## src/rtl/muldiv_pkg.sv

```systemverilog
// Shared definitions for the iterative multiply/divide unit: opcodes, FSM states, default iteration count.
package muldiv_pkg;

    localparam int DEFAULT_ITER = 32;

    localparam logic [4:0] OP_MULT  = 5'b01100;
    localparam logic [4:0] OP_MULTU = 5'b01101;
    localparam logic [4:0] OP_DIV   = 5'b01110;
    localparam logic [4:0] OP_DIVU  = 5'b01111;
    localparam logic [4:0] OP_MTHI  = 5'b01001;
    localparam logic [4:0] OP_MTLO  = 5'b01011;

    typedef enum logic [1:0] {
        S_IDLE = 2'd0,
        S_BUSY = 2'd1,
        S_DONE = 2'd2
    } state_t;

    function automatic logic is_muldiv(input logic [4:0] op);
        return (op == OP_MULT) || (op == OP_MULTU) || (op == OP_DIV) || (op == OP_DIVU);
    endfunction

endpackage

```

## src/rtl/muldiv_iter.sv

```systemverilog
// One combinational step: shift-add for multiply, restoring shift-subtract for divide.
module muldiv_iter (
    input  logic        is_mul,
    input  logic [31:0] acc_hi,
    input  logic [31:0] acc_lo,
    input  logic [31:0] operand,
    output logic [31:0] nxt_hi,
    output logic [31:0] nxt_lo
);

    logic [32:0] sum;
    logic [32:0] shifted;
    logic [31:0] diff;
    logic        ge;

    always_comb begin
        sum     = {1'b0, acc_hi} + (acc_lo[0] ? {1'b0, operand} : 33'd0);
        shifted = {acc_hi, acc_lo[31]};
        // A set carry-out bit means the partial remainder already exceeds any 32-bit divisor.
        ge      = shifted[32] || (shifted[31:0] >= operand);
        diff    = shifted[31:0] - operand;
        nxt_hi  = shifted[31:0];
        nxt_lo  = {acc_lo[30:0], 1'b0};
        if (is_mul) begin
            nxt_hi = sum[32:1];
            nxt_lo = {sum[0], acc_lo[31:1]};
        end else if (ge) begin
            nxt_hi = diff;
            nxt_lo = {acc_lo[30:0], 1'b1};
        end
    end

endmodule

```

## src/rtl/muldiv_unit.sv

```systemverilog
// Iterative HI/LO multiply/divide unit; works on operand magnitudes and fixes signs on the last step.
module muldiv_unit
    import muldiv_pkg::*;
#(
    parameter int ITER = DEFAULT_ITER
) (
    input  logic        CLK,
    input  logic        RST_N,
    input  logic        start,
    input  logic [4:0]  aluop,
    input  logic [31:0] aluA,
    input  logic [31:0] aluB,
    output logic [31:0] hiOut,
    output logic [31:0] loOut,
    output logic        finish,
    output logic        busy,
    output state_t      dbg_state
);

    localparam int CNT_W = $clog2(ITER + 1);

    state_t             state_q, state_d;
    logic [CNT_W-1:0]   cnt_q;
    logic               is_mul_q, neg_res_q, neg_rem_q, dbz_q;
    logic [31:0]        a_raw_q, b_q, acc_hi_q, acc_lo_q;
    logic [31:0]        hi_q, lo_q;

    logic               accept, last, op_signed;
    logic [31:0]        a_mag, b_mag, step_hi, step_lo;
    logic [31:0]        res_hi, res_lo;
    logic [63:0]        prod;

    assign accept    = (state_q == S_IDLE) && start && is_muldiv(aluop);
    assign last      = (state_q == S_BUSY) && (cnt_q == CNT_W'(ITER - 1));
    assign op_signed = (aluop == OP_MULT) || (aluop == OP_DIV);
    assign a_mag     = (op_signed && aluA[31]) ? (32'd0 - aluA) : aluA;
    assign b_mag     = (op_signed && aluB[31]) ? (32'd0 - aluB) : aluB;

    assign hiOut     = hi_q;
    assign loOut     = lo_q;
    assign finish    = (state_q == S_DONE);
    assign busy      = (state_q == S_BUSY);
    assign dbg_state = state_q;

    muldiv_iter u_iter (
        .is_mul  (is_mul_q),
        .acc_hi  (acc_hi_q),
        .acc_lo  (acc_lo_q),
        .operand (b_q),
        .nxt_hi  (step_hi),
        .nxt_lo  (step_lo)
    );

    always_ff @(posedge CLK or negedge RST_N) begin
        if (!RST_N) state_q <= S_IDLE;
        else        state_q <= state_d;
    end

    always_comb begin
        state_d = state_q;
        case (state_q)
            S_IDLE:  if (accept) state_d = S_BUSY;
            S_BUSY:  if (last)   state_d = S_DONE;
            S_DONE:  state_d = S_IDLE;
            default: state_d = S_IDLE;
        endcase
    end

    // Sign correction applied to the final step's result as it is written to HI/LO.
    always_comb begin
        prod   = {step_hi, step_lo};
        if (neg_res_q) prod = 64'd0 - prod;
        res_hi = prod[63:32];
        res_lo = prod[31:0];
        if (!is_mul_q) begin
            if (dbz_q) begin
                res_hi = a_raw_q;
                res_lo = 32'hFFFF_FFFF;
            end else begin
                res_lo = neg_res_q ? (32'd0 - step_lo) : step_lo;
                res_hi = neg_rem_q ? (32'd0 - step_hi) : step_hi;
            end
        end
    end

    always_ff @(posedge CLK or negedge RST_N) begin
        if (!RST_N) begin
            cnt_q     <= '0;
            is_mul_q  <= 1'b0;
            neg_res_q <= 1'b0;
            neg_rem_q <= 1'b0;
            dbz_q     <= 1'b0;
            a_raw_q   <= '0;
            b_q       <= '0;
            acc_hi_q  <= '0;
            acc_lo_q  <= '0;
            hi_q      <= '0;
            lo_q      <= '0;
        end else begin
            if (accept) begin
                cnt_q     <= '0;
                is_mul_q  <= (aluop == OP_MULT) || (aluop == OP_MULTU);
                neg_res_q <= op_signed && (aluA[31] ^ aluB[31]);
                neg_rem_q <= op_signed && aluA[31];
                dbz_q     <= (aluB == 32'd0);
                a_raw_q   <= aluA;
                b_q       <= b_mag;
                acc_hi_q  <= '0;
                acc_lo_q  <= a_mag;
            end
            if (state_q == S_BUSY) begin
                acc_hi_q <= step_hi;
                acc_lo_q <= step_lo;
                cnt_q    <= cnt_q + CNT_W'(1);
                if (last) begin
                    hi_q <= res_hi;
                    lo_q <= res_lo;
                end
            end
            if (state_q == S_IDLE) begin
                if (aluop == OP_MTHI) hi_q <= aluA;
                if (aluop == OP_MTLO) lo_q <= aluA;
            end
        end
    end

endmodule

```

## config.mk

```make
export PLATFORM = sky130hd
export DESIGN_NAME = muldiv_unit
export DESIGN_NICKNAME = d
export VERILOG_FILES = /design/src/rtl/muldiv_pkg.sv /design/src/rtl/muldiv_iter.sv /design/src/rtl/muldiv_unit.sv
export SDC_FILE = /design/constraint.sdc
export NUM_CORES = 1
export LEC_CHECK = 0
export BUFFER_PORTS_ARGS = -buffer_cell sky130_fd_sc_hd__clkbuf_2
export CORE_MARGIN = 1.5
export CORE_UTILIZATION = 32
export DETAILED_ROUTE_END_ITERATION = 7
export SYNTH_ARGS = -nofsm -noshare
export SYNTH_HDL_FRONTEND = slang
export SYNTH_HIERARCHICAL = 1
export SYNTH_SLANG_ARGS = --single-unit
```

## constraint.sdc

```tcl
create_clock -name CLK -period 7.19 [get_ports CLK]
set_clock_uncertainty 0.2 [all_clocks]
set_input_delay 0.719 -clock CLK [delete_from_list [all_inputs] [get_ports CLK]]
set_output_delay 0.719 -clock CLK [all_outputs]
set_load 0.01 [all_outputs]
```

; Word-level counts from Yosys, hierarchy flattened
; Index checks and enable logic that the tools add are counted.
; Widths: inputs -> output; s select.
[classes]
addsub = 8
n_mul = 0
div_mod_pow = 0
magnitude_cmp = 1
eq_ne = 11
shift = 0
n_mux = 31
n_bitwise = 1
n_reduce_logical = 15
[op_table]
columns = cell, count
row1 = $mux 32, 24
row2 = $sub 1x32->32 const A, 4
row3 = $mux 64, 1
row4 = $sub 1x64->64 const A, 1
row5 = $add 32x33->33, 1
row6 = $ge 32x32->1, 1
row7 = $logic_not 32->1, 1
row8 = $sub 32x32->32, 1
row9 = $eq 5x4->1 const B, 6
row10 = $mux 6, 2
row11 = $add 6x1->6 const B, 1
row12 = $eq 6x5->1 const B, 1
row13 = $logic_and 1x1->1, 6
row14 = $logic_or 1x1->1, 5
row15 = $mux 2, 2
row16 = $pmux 2 s2, 1
row17 = $eq 2x1->1 const B, 1
row18 = $eq 2x2->1 const B, 1
row19 = $logic_not 2->1, 1
row20 = $ne 2x1->1 const B, 1
row21 = $ne 2x2->1 const B, 1
row22 = $reduce_and 2->1, 1
row23 = $reduce_bool 2->1, 1
row24 = $mux 1, 1
row25 = $xor 1x1->1, 1
[word_totals]
regBits = 204
latch_bits = 0
ramBits = 0
romBits = 0
inputBits = 72
out_inout_bits = 68
elab_cells = 79
memories = 0

; Longest topological paths before layout
[logic_depth]
word_depth = 12
mapped_depth = 24
ltp_nobuf = 21

; Modules after synthesis
; The synthesis kept the hierarchy.
[by_module_without_submodules]
columns = module, instances, cells_each, area_each_um2
row1 = muldiv_unit, 1, 1404, 12102.9
row2 = muldiv_iter, 1, 656, 4518.1

; Worst setup path after synthesis
; No wires, ideal clock.
[synth_path]
kind = register to register
from = reg acc_hi_q[1]
to = reg hi_q[30] (netlist: hiOut[30])
arrival_time_ps = 4698
required_ps = 6864
path_slack_ps = 2166
path_stages_with_launch = 23
path_buffers = 3
synth_period_minus_slack_ps = 5024
cell_sequence = dfrtp_1 > ha_1 > nor2b_4 > o31ai_2 > a211oi_1 > o22a_1 > or4b_4 > a31oi_2 > buf_6 > buf_6 > nor2_1 > a211oi_1 > a21oi_1 > inv_1 > ha_1 > nor3b_2 > nand2_1 > or3_1 > buf_2 > o31ai_2 > xor2_1 > a221oi_1 > a221o_1
[synth_between]
elab_chain_len = 12
[synth_rtl]
columns = element, line_no
row1 = from (decl), muldiv_unit.sv:25  ; logic [31:0] a_raw_q, b_q, acc_hi_q, acc_lo_q;
row2 = from (signal assigned), muldiv_unit.sv:112  ; acc_hi_q <= step_hi;
row3 = $ge 32x32->1, muldiv_iter.sv:20  ; ge = shifted[32] || (shifted[31:0] >= operand);
row4 = $logic_or 1x1->1, muldiv_iter.sv:20
row5 = $mux 32, muldiv_iter.sv:27  ; end else if (ge) begin
row6 = $mux 32 (*), muldiv_iter.sv:24  ; if (is_mul) begin
row7 = via step_hi[1], muldiv_unit.sv:29  ; logic [31:0] a_mag, b_mag, step_hi, step_lo;
row8 = $sub 1x32->32, muldiv_unit.sv:81  ; res_hi = neg_rem_q ? (32'd0 - step_hi) : step_hi;
row9 = $mux 32, muldiv_unit.sv:81
row10 = $mux 32, muldiv_unit.sv:76  ; if (dbz_q) begin
row11 = $mux 32 (*), muldiv_unit.sv:75  ; if (!is_mul_q) begin
row12 = $mux 32 (*), muldiv_unit.sv:115  ; if (last) begin
row13 = $mux 32 (*), muldiv_unit.sv:111  ; if (state_q == S_BUSY) begin
row14 = $mux 32, muldiv_unit.sv:121  ; if (aluop == OP_MTHI) hi_q <= aluA;
row15 = $mux 32 (*), muldiv_unit.sv:120  ; if (state_q == S_IDLE) begin
row16 = to (signal assigned), muldiv_unit.sv:116  ; hi_q <= res_hi;
row17 = to (signal assigned), muldiv_unit.sv:121
row18 = to (decl), muldiv_unit.sv:26  ; logic [31:0] hi_q, lo_q;
; Mark *: on every way through the listed nets, which the timed path passes. The rest lies on a longest branch.
; A chain may end at the register's enable or synchronous reset.

; Final worst setup path
; Same ends and word-level chain as after synthesis.

==> results by group <==
STA
  – Slew Viols, Final: 0
  – Min cycle time layout: 6.28 ns
  – Rel. slew slack: 0.253
  – Unrepaired setup endpoints after global routing: false
  – Tightest Pin Transition: approximately 1.1 ns
  – Max Freq: between 0.15 and 0.2 GHz
  – Final period util: 0.874
  – Final hold slack: 0.232 ns
  – Final worst slack: around 0.9 ns
  – Setup-failing EPs final: 0
  – Hold Fails Final Rpt: 0
  – Setup tns final: 0 ns

Critical path
  – CP max-delay cell: a31oi_4
  – Data arrival, critical path: between 6 and 7 ns
  – Worst Setup End Kind: flip-flop
  – Crit path launch type: flip-flop
  – Crit-path max FO: 29
  – Worst flop-to-flop path startpoint: acc_hi_q[1]$_DFFE_PN0P_
  – FF-to-FF path depth: 18
  – Required time worst endpoint: about 7.4 ns
  – Setup CP Type: flip-flop to flip-flop
  – Max incr delay on CP: 0.75 ns
  – Setup slack, reg-to-reg: approximately 0.9 ns
  – Reg2reg end: hiOut[30]$_DFF_PN0_
  – Cell Chain, Critical Path: ha_1 -> nor2b_4 -> o31ai_2 -> a211oi_1 -> o22a_1 -> or4b_4 -> a31oi_4 -> buf_4 -> nor2_1 -> a211oi_1 -> a21oi_1 -> nor3b_2 -> nand2_1 -> or3_1 -> o31ai_2 -> xor2_1 -> a221oi_1 -> a221o_1

Finish
  – Post-route cell area: roughly 0.019 mm2
  – Final net count: about 2300
  – Finished Layout Cells: 2829
  – Layout area overhead: 12.3%
  – Share of cells above drive strength 1: 0.142
  – Diode count: 0
  – Final Util: 0.364

Synthesis
  – Most used DFF post-synth: dfrtp_1
  – Warnings, synthesis: 6
  – Netlist Area Pre-Place: 0.0166 mm2
  – Post-synth EDFFs: 0
  – Mapped Avg Cell Area: between 8 and 9 um2
  – Syn Nets: about 2200
  – Yosys reg bits: between 200 and 250
  – Syn Inst Count: ~2100
  – Sequential cell area fraction in the yosys report: 0.307
  – Async SR Flop Fraction: 1.00
  – Synth cell types: around 100

Die
  – Placement Rows: slightly above 80
  – Die Ht: 231 um
  – Starting density of the core: 0.324
  – Die Area: 0.0533 mm2
  – I/O pins: 140
  – Die width: 231 um
  – Core area: between 0.05 and 0.06 mm2

GRT
  – Vias in the first global route: between 15000 and 20000
  – First-pass GRT wire length: about 93000 um
  – GRT Resource Usage Total: 0.222
  – Largest net degree at the start of global routing: between 150 and 200
  – Total gr overflow: 0
  – Initial antenna violation count: 1

Job
  – MaxCap Viol Count: 0

Routing
  – Wirelength, routed: between 60000 and 70000 um
  – Initial drt markers: 1407
  – Residual DRC: 1
  – Via-to-Cell Ratio: approximately 5.7
  – Vias: ~16000
  – Routed Antenna Nets: 0
  – Post-DR wirelength/cell: about 21 um
  – Detailed Routing Iterations Pass 1: 8

Power and ir drop
  – Peak supply drop: about 180 uV
  – Leak pwr: slightly below 8 nW
  – Overall power: 8.14 mW
  – Combinational fraction of design power: 0.632
  – P per Cell Area: 436 mW/mm2
  – Internal power: 4.09 mW
  – Clk pwr share: 0.151
  – Sw frac: 0.497
  – Sequential power share: 0.217
  – Sw power: 4.05 mW

Placement
  – Pre-CTS setup slack: roughly 1.0 ns
  – Placed Area: 0.0179 mm2
  – Gpl congestion: ~0.93
  – Buffers added on ports: about 140
  – Post-DP HPWL: between 40000 and 50000 um
  – Placed cell count: about 2800

Status
  – Violated checks: DRC
  – Status: finished with violations

Clock tree
  – Clk slew on worst S/H paths: ~0.06 ns
  – Clk sinks: about 200
  – Post-CTS repair timing setup buffer count: 0
  – H-tree Lvls: 1
  – CTS tree: built
  – CTS max path bufs: 3
  – CTS Root Cell: clkbuf_16
  – Worst-Skew Late Latency: around 0.56 ns
  – Num CTS Buffers: 25

Hold path
  – Hold Path Sink: is_mul_q$_DFFE_PN0P_
  – Hold Crit Depth: 2
  – Hold Path Class: input pin to flip-flop
  – Hold_sp: aluop[1]
[logic make-up after synthesis]
logic type,after synthesis,share of synthesized area
xor gates and xnor gates,175,0.0922
buffers and inverters,194,0.0513
AOI/OAI and AO/OA,657,0.251
DFF,204,0.307
and+or+nand+nor,706,0.209
adders and majority gates,71,0.0544
muxes,53,0.0347
[how the worst max path moves through the flow]
stage | startpoint | endpoint | depth (start not counted)
2_1_floorplan | acc_hi_q[1]$_DFFE_PN0P_ | hiOut[30]$_DFF_PN0_ | 22
3_3_place_gp | acc_lo_q[31]$_DFFE_PN0P_ | hiOut[30]$_DFF_PN0_ | 20
3_5_place_dp | acc_lo_q[31]$_DFFE_PN0P_ | hiOut[30]$_DFF_PN0_ | 20
4_1_cts | acc_lo_q[31]$_DFFE_PN0P_ | hiOut[30]$_DFF_PN0_ | 20
5_1_grt | acc_lo_q[31]$_DFFE_PN0P_ | hiOut[25]$_DFF_PN0_ | 20
6_report | acc_hi_q[1]$_DFFE_PN0P_ | hiOut[30]$_DFF_PN0_ | 18
[timing repair]
action / in CTS / in global routing
hold buffers: 1 / 0
resized for setup: 0 / 0
hold endpoints to repair: 24 / 0
[cell usage in the layout (no fill, tap or decap), drive strengths merged, types with 27 or more instances in the layout]
master    n
buf      37
mux2     37
nand2   319
nor3     48
ha       69
xor2     69
a22oi    34
a21oi   137
and2     40
inv      62
nand3    37
clkbuf  174
o21ai   225
o22ai    38
nor2    111
a31oi    27
dfrtp   204
xnor2   106
[flip-flops by register name, indices dropped and copies added (netlist names)]
name	cells
acc_lo_q	32
cnt_q	6
neg_res_q	1
b_q	32
is_mul_q	1
hiOut	32
loOut	32
dbz_q	1
acc_hi_q	32
neg_rem_q	1
dbg_state	2
a_raw_q	32
[cells in the mapped netlist (all sizes together), types with 7 or more instances]
cell | count | share of area
o211ai | 8 | 0.0036
xor2 | 69 | 0.036
o22ai | 38 | 0.014
dfrtp | 204 | 0.31
nor2b | 18 | 0.0072
buf | 34 | 0.015
o41ai | 14 | 0.0083
and2 | 40 | 0.015
ha | 69 | 0.052
or4 | 15 | 0.0079
nand2 | 319 | 0.072
a211oi | 26 | 0.012
nor3 | 48 | 0.015
o21ai | 225 | 0.068
xnor2 | 106 | 0.056
nor2 | 111 | 0.026
o31ai | 24 | 0.012
clkbuf | 97 | 0.022
or3 | 23 | 0.0096
nor4 | 15 | 0.0096
or2 | 12 | 0.0045
o21bai | 7 | 0.0032
a222oi | 15 | 0.0090
nand3 | 37 | 0.011
a221oi | 7 | 0.0037
nand2b | 16 | 0.0065
a221o | 8 | 0.0048
a22oi | 34 | 0.015
inv | 61 | 0.014
a21oi | 137 | 0.041
a31oi | 27 | 0.011
o221ai | 17 | 0.0090
mux2 | 37 | 0.025
nand4 | 23 | 0.0094
mux2i | 16 | 0.0096
a21o | 17 | 0.0077
[cell type report]
type / instances / area (um2)
Fill cell: 5393 / 32600
Multi-Input combinational cell: 1662 / 10700
Sequential cell: 204 / 5110
Timing Repair Buffer: 177 / 1000
Tap cell: 680 / 851
Clock buffer: 35 / 713
Inverter: 63 / 236
Clock inverter: 8 / 58.8
[critical path, delay by kind of cell (launching register included)]
| kind | cells | cell delay, ns |
|---|---|---|
| DFF | 1 | 0.45 |
| and+or+nand+nor | 6 | 2.12 |
| xor gates and xnor gates | 1 | 0.18 |
| buffers and inverters | 1 | 0.33 |
| adders and majority gates | 1 | 0.37 |
| AOI/OAI and AO/OA | 9 | 2.52 |
[layer usage]
| layer | global-route usage | share of wire | up-vias |
|---|---|---|---|
| met2 | 0.369 | 0.48 | 609 |
| li1 | - | - | 7635 |
| met5 | 0 | 0 | - |
| met3 | 0.0252 | 0.060 | 122 |
| met4 | 0.0819 | 0.034 | 0 |
| met1 | 0.294 | 0.43 | 7819 |
[power by group through the flow]
stage | logic [mW] | registers, mW | clock network, mW
2_1_floorplan | 3.75 | 1.65 | 0
3_3_place_gp | 5.01 | 1.78 | 0
3_5_place_dp | 5.03 | 1.79 | 0
4_1_cts | 5.06 | 1.77 | 1.26
5_1_grt | 5.60 | 1.80 | 1.31
6_report | 5.14 | 1.76 | 1.23
Note: power is estimated with default switching activity, not from simulation.
